<file path="config.mk">
export PLATFORM = sky130hd
export DESIGN_NAME = stopwatch_input_ctrl
export DESIGN_NICKNAME = d
export VERILOG_FILES = /design/src/rtl/stopwatch_input_ctrl_pkg.sv /design/src/rtl/stopwatch_input_ctrl_debouncer.sv /design/src/rtl/stopwatch_input_ctrl.sv
export SDC_FILE = /design/constraint.sdc
export NUM_CORES = 1
export LEC_CHECK = 0
export CAP_MARGIN = 15
export CELL_PAD_IN_SITES_DETAIL_PLACEMENT = 1
export CELL_PAD_IN_SITES_GLOBAL_PLACEMENT = 2
export CORE_MARGIN = 10
export CORE_UTILIZATION = 31
export DETAILED_ROUTE_END_ITERATION = 10
export DONT_BUFFER_PORTS = 1
export GPL_ROUTABILITY_DRIVEN = 0
export PLACE_DENSITY = 0.69
export SLEW_MARGIN = 10
export SYNTH_ARGS = -nofsm -noshare
export SYNTH_HDL_FRONTEND = slang
export SYNTH_HIERARCHICAL = 1
export SYNTH_SLANG_ARGS = --single-unit
export TNS_END_PERCENT = 20
</file>
<file path="constraint.sdc">
create_clock -name clk -period 2.36 [get_ports clk]
set_clock_uncertainty 0.05 [all_clocks]
set_input_delay 0.472 -clock clk [delete_from_list [all_inputs] [get_ports clk]]
set_output_delay 0.472 -clock clk [all_outputs]
set_load 0.05 [all_outputs]
</file>
<file path="src/rtl/stopwatch_input_ctrl_pkg.sv">
// Shared types and constants for the stopwatch input controller:
// FSM state encoding, BCD digit limits and the centisecond BCD increment.
package stopwatch_input_ctrl_pkg;

  typedef enum logic [1:0] {
    IDLE = 2'd0,
    RUN  = 2'd1,
    STOP = 2'd2,
    LAP  = 2'd3
  } sw_state_e;

  localparam logic [3:0] DIGIT_MAX    = 4'd9;
  localparam logic [3:0] SEC_TENS_MAX = 4'd5;

  typedef struct packed {
    logic [3:0] sec_tens;
    logic [3:0] sec_units;
    logic [3:0] cs_tens;
    logic [3:0] cs_units;
  } bcd_time_t;

  // Ripple-carry BCD increment; 59.99 wraps silently to 00.00.
  function automatic bcd_time_t bcd_increment(input bcd_time_t t);
    bcd_time_t r;
    r = t;
    if (t.cs_units != DIGIT_MAX) begin
      r.cs_units = t.cs_units + 4'd1;
    end else begin
      r.cs_units = 4'd0;
      if (t.cs_tens != DIGIT_MAX) begin
        r.cs_tens = t.cs_tens + 4'd1;
      end else begin
        r.cs_tens = 4'd0;
        if (t.sec_units != DIGIT_MAX) begin
          r.sec_units = t.sec_units + 4'd1;
        end else begin
          r.sec_units = 4'd0;
          r.sec_tens  = (t.sec_tens == SEC_TENS_MAX) ? 4'd0 : t.sec_tens + 4'd1;
        end
      end
    end
    return r;
  endfunction

endpackage

</file>
<file path="src/rtl/stopwatch_input_ctrl_debouncer.sv">
// Two-flop synchroniser, stable-level debouncer and one-cycle press pulse
// for a single raw push-button.
module button_debouncer #(
  parameter int unsigned DEBOUNCE_CYCLES = 1_000_000,
  parameter bit          BTN_ACTIVE_LOW  = 1'b1
) (
  input  logic clk,
  input  logic rst,
  input  logic i_btn_raw,
  output logic o_press
);

  localparam int unsigned CNT_W   = $clog2(DEBOUNCE_CYCLES + 1);
  localparam logic        REL_LVL = BTN_ACTIVE_LOW;

  logic             r_sync1;
  logic             r_sync2;
  logic             r_stable;
  logic [CNT_W-1:0] r_cnt;
  logic [1:0]       r_warm;
  logic             r_armed;
  logic             r_press;
  logic             w_synced;

  // Normalised so that 1 always means pressed.
  assign w_synced = r_sync2 ^ BTN_ACTIVE_LOW;
  assign o_press  = r_press;

  always_ff @(posedge clk or negedge rst) begin
    if (!rst) begin
      r_sync1  <= REL_LVL;
      r_sync2  <= REL_LVL;
      r_stable <= 1'b0;
      r_cnt    <= '0;
      r_warm   <= 2'b00;
      r_armed  <= 1'b0;
      r_press  <= 1'b0;
    end else begin
      r_sync1 <= i_btn_raw;
      r_sync2 <= r_sync1;
      r_warm  <= {r_warm[0], 1'b1};
      r_press <= 1'b0;
      // Arm only once a genuine (not reset-filled) released level is seen,
      // so a button held through reset needs release and re-press.
      if (r_warm[1] && !w_synced) begin
        r_armed <= 1'b1;
      end
      if (w_synced != r_stable) begin
        if (r_cnt == CNT_W'(DEBOUNCE_CYCLES - 1)) begin
          r_stable <= w_synced;
          r_cnt    <= '0;
          r_press  <= w_synced && r_armed;
        end else begin
          r_cnt <= r_cnt + CNT_W'(1);
        end
      end else begin
        r_cnt <= '0;
      end
    end
  end

endmodule

</file>
<file path="src/rtl/stopwatch_input_ctrl.sv">
// Stopwatch input side: debounced start/stop and lap/reset buttons driving
// the run/stop/lap FSM, the centisecond prescaler and the SS.cc BCD count.
module stopwatch_input_ctrl
  import stopwatch_input_ctrl_pkg::*;
#(
  parameter int unsigned DEBOUNCE_CYCLES = 1_000_000,
  parameter int unsigned TICK_CYCLES     = 500_000,
  parameter bit          BTN_ACTIVE_LOW  = 1'b1
) (
  input  logic        clk,
  input  logic        rst,
  input  logic        btn_ss_raw,
  input  logic        btn_lr_raw,
  output logic [15:0] bcd_time,
  output logic        running,
  output logic        lap_active,
  output logic [1:0]  state
);

  localparam int unsigned PRE_W = $clog2(TICK_CYCLES + 1);

  logic [1:0]       w_raw;
  logic [1:0]       w_press;
  logic             w_ss;
  logic             w_lr;
  sw_state_e        r_state;
  sw_state_e        w_state_next;
  logic [PRE_W-1:0] r_pre;
  bcd_time_t        r_count;
  bcd_time_t        r_lap;
  logic             w_counting;
  logic             w_tick;
  logic             w_clear;

  assign w_raw = {btn_lr_raw, btn_ss_raw};

  genvar gi;
  generate
    for (gi = 0; gi < 2; gi++) begin : g_btn
      button_debouncer #(
        .DEBOUNCE_CYCLES(DEBOUNCE_CYCLES),
        .BTN_ACTIVE_LOW (BTN_ACTIVE_LOW)
      ) u_debouncer (
        .clk      (clk),
        .rst      (rst),
        .i_btn_raw(w_raw[gi]),
        .o_press  (w_press[gi])
      );
    end
  endgenerate

  assign w_ss = w_press[0];
  assign w_lr = w_press[1];

  always_ff @(posedge clk or negedge rst) begin
    if (!rst) begin
      r_state <= IDLE;
    end else begin
      r_state <= w_state_next;
    end
  end

  // Start/stop takes priority when both events land in the same cycle.
  always_comb begin
    w_state_next = r_state;
    case (r_state)
      IDLE: if (w_ss) w_state_next = RUN;
      RUN:  if (w_ss) w_state_next = STOP; else if (w_lr) w_state_next = LAP;
      LAP:  if (w_ss) w_state_next = STOP; else if (w_lr) w_state_next = RUN;
      STOP: if (w_ss) w_state_next = RUN;  else if (w_lr) w_state_next = IDLE;
      default: w_state_next = IDLE;
    endcase
  end

  always_comb begin
    running    = (r_state == RUN) || (r_state == LAP);
    lap_active = (r_state == LAP);
    state      = r_state;
    bcd_time   = (r_state == LAP) ? r_lap : r_count;
  end

  assign w_counting = (r_state == RUN) || (r_state == LAP);
  assign w_tick     = w_counting && (r_pre == PRE_W'(TICK_CYCLES - 1));
  assign w_clear    = (r_state == STOP) && (w_state_next == IDLE);

  always_ff @(posedge clk or negedge rst) begin
    if (!rst) begin
      r_pre   <= '0;
      r_count <= '0;
      r_lap   <= '0;
    end else begin
      if (w_clear || r_state == IDLE) begin
        r_pre <= '0;
      end else if (w_counting) begin
        r_pre <= w_tick ? '0 : r_pre + PRE_W'(1);
      end
      if (w_clear) begin
        r_count <= '0;
      end else if (w_tick) begin
        r_count <= bcd_increment(r_count);
      end
      // Lap latch samples the pre-edge count on the RUN->LAP transition.
      if (r_state == RUN && w_state_next == LAP) begin
        r_lap <= r_count;
      end
    end
  end

endmodule

</file>
Word level (Yosys, flattened, before mapping)
Index checks and enable logic that the tools add are counted.
{"block": "classes", "n_eq_ne": 16, "n_mux": 29, "n_addsub": 7, "bitwise": 2, "n_reduce_logical": 18}
{"cell": "two-way mux 20 bit", "count": 4}
{"cell": "two-way mux 19 bit", "count": 3}
{"cell": "two-way mux 16 bit", "count": 3}
{"cell": "adder 20 x 1 -> 20 bit (second input constant)", "count": 2}
{"cell": "equality test 20 bit (second input constant)", "count": 2}
{"cell": "two-way mux 4 bit", "count": 5}
{"cell": "adder 19 x 1 -> 19 bit (second input constant)", "count": 1}
{"cell": "equality test 19 bit (second input constant)", "count": 1}
{"cell": "adder 4 x 1 -> 4 bit (second input constant)", "count": 4}
{"cell": "two-way mux 2 bit", "count": 7}
{"cell": "two-way mux 12 bit", "count": 1}
{"cell": "!= test 4 bit (second input constant)", "count": 3}
{"cell": "two-way mux 8 bit", "count": 1}
{"cell": "one-hot mux 2 bit (4 select lines)", "count": 1}
{"cell": "logical AND 1 bit", "count": 7}
{"cell": "equality test 2 bit (second input constant)", "count": 3}
{"cell": "!= test 2 bit (second input constant)", "count": 3}
{"cell": "AND reduction 2 bit", "count": 3}
{"cell": "equality test 4 x 3 -> 1 bit (second input constant)", "count": 1}
{"cell": "zero test 2 bit", "count": 2}
{"cell": "two-way mux 1 bit", "count": 4}
{"cell": "AND reduction 4 bit", "count": 1}
{"cell": "nonzero test 2 bit", "count": 2}
{"cell": "AND reduction 3 bit", "count": 1}
{"cell": "4 further kinds", "count": 7}
{"block": "totals", "input_bits": 4, "output_inout_bits": 20, "reg_bits": 107, "word_cells": 96}

Logic depth before layout (Yosys ltp)
Gate-level depths: netlist (run 1).
{"block": "depth", "ltp_word": 7, "ltp_mapped": 6, "depth_no_buf": 6}

Cells and area by module
The synthesis (run 1) kept the hierarchy.
{"module": "stopwatch_input_ctrl", "area_per_inst_um2": 3041.7, "cells_per_inst": 302, "n_inst": 1}
{"module": "button_debouncer (g_btn[1].u_debouncer)", "area_per_inst_um2": 1239.9, "cells_per_inst": 118, "n_inst": 1}
{"module": "button_debouncer (g_btn[0].u_debouncer)", "area_per_inst_um2": 1232.4, "cells_per_inst": 118, "n_inst": 1}

Least setup slack after synthesis (run 1)
OpenSTA, ideal clock, no wires.
{"block": "synth_path", "path_type": "reg-to-output", "start": "register r_state[0], in the netlist state[0]", "end": "output port bcd_time[13]", "stages_incl_launch_ff": 6, "path_slack_ns": -0.738, "arrival_ns": 2.576, "required_ns": 1.838, "path_buffers": 2, "path_cell_list": "dfrtp_1 -> buf_2 -> nand2_1 -> inv_1 -> clkbuf_1 -> o21ai_0"}
{"block": "synth_between", "elab_chain_len": 2}
{"element": "start, declared", "line": "stopwatch_input_ctrl.sv:26", "rtl": "sw_state_e r_state;"}
{"element": "start signal, assigned", "line": "stopwatch_input_ctrl.sv:59", "rtl": "r_state <= w_state_next;"}
{"element": "equality test 2 bit"}
{"element": "net lap_active", "line": "stopwatch_input_ctrl.sv:16", "rtl": "output logic lap_active,"}
{"element": "two-way mux 16 bit", "line": "stopwatch_input_ctrl.sv:79", "rtl": "bcd_time = (r_state == LAP) ? r_lap : r_count;"}
{"element": "end, declared", "line": "stopwatch_input_ctrl.sv:14", "rtl": "output logic [15:0] bcd_time,"}
The timed path passes the listed nets, and every way through them passes these cells.

Worst setup path after layout (run 1)
{"block": "layout_path", "start": "register r_state[0], in the netlist state[0]", "end": "output port bcd_time[1]"}
{"block": "layout_between", "elab_chain_len": 2}
{"element": "equality test 2 bit", "line": "stopwatch_input_ctrl.sv:79"}
{"element": "two-way mux 16 bit", "line": "stopwatch_input_ctrl.sv:79"}
Every way passes these cells.

==> results of run 1 <==
==> path summary, 6_finish.rpt <==
kind                                                start                        endpoint  slack [ns]  depth (start not counted)
hold / removal                                        rst                        r_pre[1]       -0.23                          0
max in group asynchronous                             rst    g_btn[0].u_debouncer/r_sync1        2.22                          0
hold reg to reg            g_btn[1].u_debouncer/r_warm[0]  g_btn[1].u_debouncer/r_warm[1]        0.30                          0
min in group clk                               btn_lr_raw    g_btn[1].u_debouncer/r_sync1        0.06                          0
setup / recovery                                 state[0]                     bcd_time[1]        0.09                          5
setup reg to reg                               r_count[1]                     r_count[11]        0.13                          6
==> per-stage QoR <==
stage	utilization [%]	instances	hold WS (ns)	TNS (ns)
floorplan	-	538	0.1264	-1.148
global placement	34.50	766	0.1389	0
detailed placement	34.50	766	0.1378	0
CTS	36.58	784	-0.2558	-0.3374
global route	37.00	784	-0.2550	-0.01860
finish	37.00	784	-0.2306	0
==> flip-flops by register name, indices dropped and copies added, names as in the netlist <==
| name | cells |
|---|---|
| g_btn.u_debouncer/r_armed | 2 |
| g_btn.u_debouncer/r_stable | 2 |
| g_btn.u_debouncer/r_cnt | 40 |
| g_btn.u_debouncer/r_sync1 | 2 |
| r_count | 16 |
| r_lap | 16 |
| r_pre | 19 |
| g_btn.u_debouncer/r_warm | 4 |
| state | 2 |
| g_btn.u_debouncer/r_sync2 | 2 |
| g_btn.u_debouncer/o_press | 2 |
==> cell type report <==
class	instances	area (sq um)	share of cell area [%]
well taps	225	281.5	4.383
repair inverters	1	7.507	0.1169
clock buffers	10	229.0	3.565
clock inverters	6	96.34	1.500
multi-input cells	393	2776	43.23
inverters	13	52.55	0.8182
repair buffers	29	296.5	4.617
flip-flops and latches	107	2683	41.77
==> repair_timing <==
item	in CTS	in global routing
resized for setup	7	18
gates cloned	1	0
setup endpoints to repair	5	18
pin swaps	0	3
buffers inserted	1	0
endpoints found under the hold margin	107	107
==> logic make-up (layout without fill, tap and decap cells) <==
| group | count (synthesis) | count (layout) |
|---|---|---|
| AOI/OAI and AO/OA | 102 | 102 |
| xor gates and xnor gates | 33 | 33 |
| adders and majority gates | 11 | 11 |
| buffers and inverters | 38 | 59 |
| DFF | 107 | 107 |
| muxes | 32 | 32 |
| other | 2 | 2 |
| and+or+nand+nor | 213 | 213 |
==> per-layer routing <==
metal / part of all wire (%) / global-route usage, % / wire length (microns) / vias up
met3: 3.1 / 2.778 / 427 / 11
li1: - / - / - / 1999
met5: 0 / 0 / 0 / -
met2: 49 / 19.46 / 6721 / 34
met4: 1.4 / 4.139 / 190 / 0
met1: 47 / 15.04 / 6462 / 2163
==> cell usage in the layout (no fill, tap or decap), types with 4 or more instances in the layout <==
| master | synthesis | routed |
|---|---|---|
| a22oi_1 | 10 | 10 |
| buf_4 | 0 | 22 |
| ha_1 | 11 | 11 |
| nor3_1 | 7 | 7 |
| clkbuf_16 | 0 | 9 |
| or3_1 | 18 | 18 |
| and4_1 | 9 | 9 |
| dfstp_2 | 4 | 4 |
| xnor2_1 | 15 | 15 |
| xor2_1 | 18 | 18 |
| buf_12 | 0 | 6 |
| nor2_1 | 34 | 34 |
| dfrtp_1 | 103 | 103 |
| and3_1 | 5 | 5 |
| a21oi_1 | 22 | 22 |
| a211oi_1 | 4 | 4 |
| mux2_4 | 0 | 11 |
| nor4b_1 | 4 | 4 |
| or4_1 | 11 | 11 |
| o31ai_1 | 12 | 10 |
| nand3_1 | 26 | 26 |
| nor4_1 | 9 | 9 |
| nand4_1 | 8 | 8 |
| inv_1 | 13 | 12 |
| mux2i_1 | 5 | 5 |
| o21ai_0 | 29 | 24 |
| nand2_1 | 46 | 44 |
| mux2_2 | 27 | 16 |
==> power by group through the flow <==
stage / Clock (mW) / Sequential, mW / Combinational (mW)
after floorplan: 0 / 1.90 / 0.0278
after global placement: 0 / 1.90 / 0.0348
after detailed placement: 0 / 1.90 / 0.0363
after CTS: 1.75 / 1.86 / 0.0366
after global routing: 1.83 / 1.86 / 0.0414
final: 1.68 / 1.86 / 0.0351
==> worst register-to-register path, stage by stage (launching register included) <==
cell and delay (ns):
dfrtp_1 0.43, inv_1 0.12, ha_1 0.21, nand3b_1 0.20, a211o_2 0.46, or4_1 0.53
a31oi_1 0.17
==> flow_summary.ini, run 1 <==
[routing]
drtAntennaViolNets = 0
wl_mm = 13.80
first_pass_iters = 4
routed_via_density = 5.366
num_vias = 4207
drtIter0Drc = 205
wl_per_cell_microns = 17.60
drc = 0

[place]
placed_cell_area_sq_um = 5988
hpwl_mm = 9.503
dp_slack_ns = 0.1309
io_buffers = 0

[synth]
synth_edf_count = 0
synth_compound_area_share_pct = 12.03
synthTopCellsByCount = dfrtp_1, nand2_1, nor2_1
ys_types = 61
ys_ff_latch = 107
syn_area_sq_um = 5514
ys_seq_area_share_pct = 48.65
synth_simple_gate_area_share_pct = 22.17
synth_top_flop_cell = dfrtp_1
synth_top_cell_by_area = dfrtp_1
synth_cells = 538
synth_nets = 553
synthTopCellsByArea = dfrtp_1, mux2_2, nand2_1, xor2_1, o21ai_0
synth-adder-area-share_pct = 2.496
postSynthAreaPerCell_sq_um = 10.25
async_flop_share_pct = 100.0
synth.most_common_cell = dfrtp_1
synth_top_area_share_pct = 46.74
synth_top_family_by_area = simple AND/OR/NAND/NOR gates
yosys_warnings = 6
synth_mux_area_share_pct = 6.422
synth_xor_area_share_pct = 5.242

[worst_setup_path]
endpoint_kind = output pin
path_cells = buf_6 -> nand2_4 -> clkinvlp_4 -> o21ai_2 -> buf_12
path_class = register to output pin
slowest_stage = dfrtp_1
crit_arrival_ns = 1.75
critPathMaxStageDelay_ns = 0.42
path_delay_family = buffers and inverters
worstPathRequired_ns = 1.84
path_max_fanout = 8
start_kind = register
critPathBufInv = 3

[floorplan]
rows = 48
dieArea_sq_um = 23520
boundaryPins = 24
die_height_microns = 153.4
core_sq_um = 17360
initial_core_util_pct = 31.77
die-width_microns = 153.4

[power]
power_mw = 3.580
switching_share_pct = 21.50
p_per_area_nw_per_um2 = 557.5
max-vdd-ir-drop_mv = 0.3320
seqPwrFrac_pct = 52.0
leakage_nw = 2.661
clkPwrFrac_pct = 47.0
power_switching_mw = 0.7698
p_int_mw = 2.810
power_frac_comb_pct = 1.0

[grt]
antenna_found_initial = 0
grt_pass1_wl_mm = 23.48
gr-total-overflow = 0
grt_pass1_vias = 4521
grt_max_degree = 108
grtUsageTotal_pct = 11.91

[cells_and_area]
num_antenna_cells = 0
layout-drive-gt1-share_pct = 18.78
fin_area_sq_um = 6422
fin_nets = 569
syn2layout_area_growth_pct = 16.47
nFillCells = 1948

[clock_tree]
cts.path.max_buffers = 2
cts-root-buf = clkbuf_16
cts_max_level = 3
cts_tree = built
cts_made_buffers = 9
cts.sinks = 107
clk_pin_slew_ns = 0.07
clk_latency_ns = 0.36

[timing]
holdWs_ns = -0.2306
finalSetupViolCount = 0
slew_viol_final = 0
fmax_mhz = 439.9
worst_slew_pin_slew_ns = 0.5435
final.min_clock_period_ns = 2.273
grt_setup_unrepaired = true
hold_viol = 103
slew_headroom_pct = 63.68
period_share_pct = 96.33
fin_ws_ns = 0.08671

[hold_path]
hold_path_class = input port to async pin

[run]
drv_cap = 0

[run_status]
violations = hold timing
outcome = finished with violations
(Power assumes the default switching activity.)
==> inputs of run 2 (changes only) <==
MAX_ROUTING_LAYER = met4   (was default)
==> flow_summary.ini, run 2 (synthesized netlist as in run 1, its figures left out) <==
[place]
placed_cell_area_sq_um = 5988
hpwl_mm = 9.503
dp.cells = 766
io_buffers = 0

[cells_and_area]
largest_reg_flops = 40
syn2layout_area_growth_pct = 16.47
fin_cells = 784
fin_nets = 569
final_cell_mix = dfrtp_1, nand2_1, nor2_1
nFillCells = 1948
num_antenna_cells = 0
layout_commonest_cell = dfrtp_1
layout-drive-gt1-share_pct = 18.78
fin_area_sq_um = 6422
largestRegisters = g_btn.u_debouncer/r_cnt (40), r_pre (19)
register_area_sq_um = 2683
regMostFlops = g_btn.u_debouncer/r_cnt
multi_input_area_sq_um = 2776

[routing]
drtAntennaViolNets = 0
drtIter0Drc = 193
wl_mm = 13.81
num_vias = 4205
routed_via_density = 5.364
first_pass_iters = 5
wl_per_cell_microns = 17.61
drc = 0

[power]
switching_share_pct = 21.52
p_per_area_nw_per_um2 = 557.6
power_frac_comb_pct = 1.0
seqPwrFrac_pct = 52.0
power_mw = 3.581
p_int_mw = 2.810
leakage_nw = 2.661
clkPwrFrac_pct = 47.0
max-vdd-ir-drop_mv = 0.3305
power_switching_mw = 0.7707

[worst_setup_path]
r2r_end = r_count[11]
worstSetupStartpoint = state[0]
path_max_fanout = 8
rrSetupSlack_ns = 0.13
endpoint_kind = output pin
ff2ff_path_depth = 6
start_kind = register
worstPathRequired_ns = 1.84
worstReg2RegStart = r_count[1]
crit_arrival_ns = 1.75
path_class = register to output pin

[floorplan]
initial_core_util_pct = 31.77
core_sq_um = 17360
die-width_microns = 153.4
dieArea_sq_um = 23520
rows = 48
die_height_microns = 153.4
boundaryPins = 24

[timing]
hold_viol = 103
final.min_clock_period_ns = 2.272
grt_setup_unrepaired = true
period_share_pct = 96.28
holdWs_ns = -0.2301
fmax_mhz = 440.1
slew_viol_final = 0
finalSetupViolCount = 0
worst_slew_pin_slew_ns = 0.5485
slew_headroom_pct = 63.35

[hold_path]
hold_path_class = input port to async pin

[clock_tree]
cts-root-buf = clkbuf_16
cts.sinks = 107
cts_max_level = 3
clk_pin_slew_ns = 0.07
clk_latency_ns = 0.35
cts.path.max_buffers = 2
cts_tree = built
cts_made_buffers = 9

[grt]
grt_pass1_wl_mm = 23.47
grt_pass1_vias = 4515
gr-total-overflow = 0
grtUsageTotal_pct = 12.24
grt_max_degree = 108
antenna_found_initial = 0

[run_status]
outcome = finished with violations
violations = hold timing

[run]
drv_cap = 0
run 2: cell counts in the layout (fill, tap and decap cells not counted):
No cell type changed its count.
run 2: power by group through the flow:
stage | combinational (mW) | sequential, mW | clock (mW)
after global routing | 0.0414 | 1.86 | 1.83
final | 0.0350 | 1.86 | 1.68
after global placement | 0.0348 | 1.90 | 0
after CTS | 0.0366 | 1.86 | 1.75
after detailed placement | 0.0363 | 1.90 | 0
after floorplan | 0.0278 | 1.90 | 0
run 2: per-layer routing:
layer  vias to the layer above  share of wire, %  global-route usage (%)
li1                       1997                 -                       -
met1                      2159                47                   15.01
met2                        36                49                   19.50
met3                        13               2.9                   2.778
met4                         0               1.4                   4.139
met5                         -                 0                       -
run 2: how the worst max path moves through the flow:
stage / endpoint / slack (ns) / cells after the start
finish: bcd_time[1] / 0.09 / 5
global placement: r_count[11] / 0.21 / 6
floorplan: bcd_time[13] / -0.23 / 5
global route: r_count[11] / -0.02 / 6
CTS: bcd_time[11] / -0.04 / 4
detailed placement: r_count[11] / 0.13 / 6
run 2: per-stage QoR:
step	setup slack, ns	utilization [%]	setup TNS (ns)	hold slack [ns]
final	0.08784	37.00	0	-0.2301
after global routing	-0.01550	37.00	-0.01855	-0.2550
after floorplan	-0.2297	-	-1.148	0.1264
after global placement	0.2056	34.50	0	0.1389
after detailed placement	0.1309	34.50	0	0.1378
after CTS	-0.04103	36.58	-0.3374	-0.2558
run 2: layout make-up:
type                       count  share of cell area [%]
sequential                   107                   41.77
timing repair buffer          29                   4.617
inverter                      13                  0.8182
timing repair inverter         1                  0.1169
tap                          225                   4.383
clock inverter                 6                   1.500
multi-input combinational    393                   43.23
clock buffer                  10                   3.565
run 2: worst max-delay path, stage by stage (launching register included):
cell,delay [ns]
dfrtp_1,0.42
buf_6,0.19
nand2_4,0.12
clkinvlp_4,0.25
o21ai_2,0.26
buf_12,0.16
run 2: what timing repair did:
item / 4_1_cts / 5_1_grt
cloned: 1 / 0
setup endpoints to repair: 5 / 18
endpoints found under the hold margin: 107 / 107
pin swaps: 0 / 3
gates resized for setup: 7 / 18
setup buffers: 1 / 0
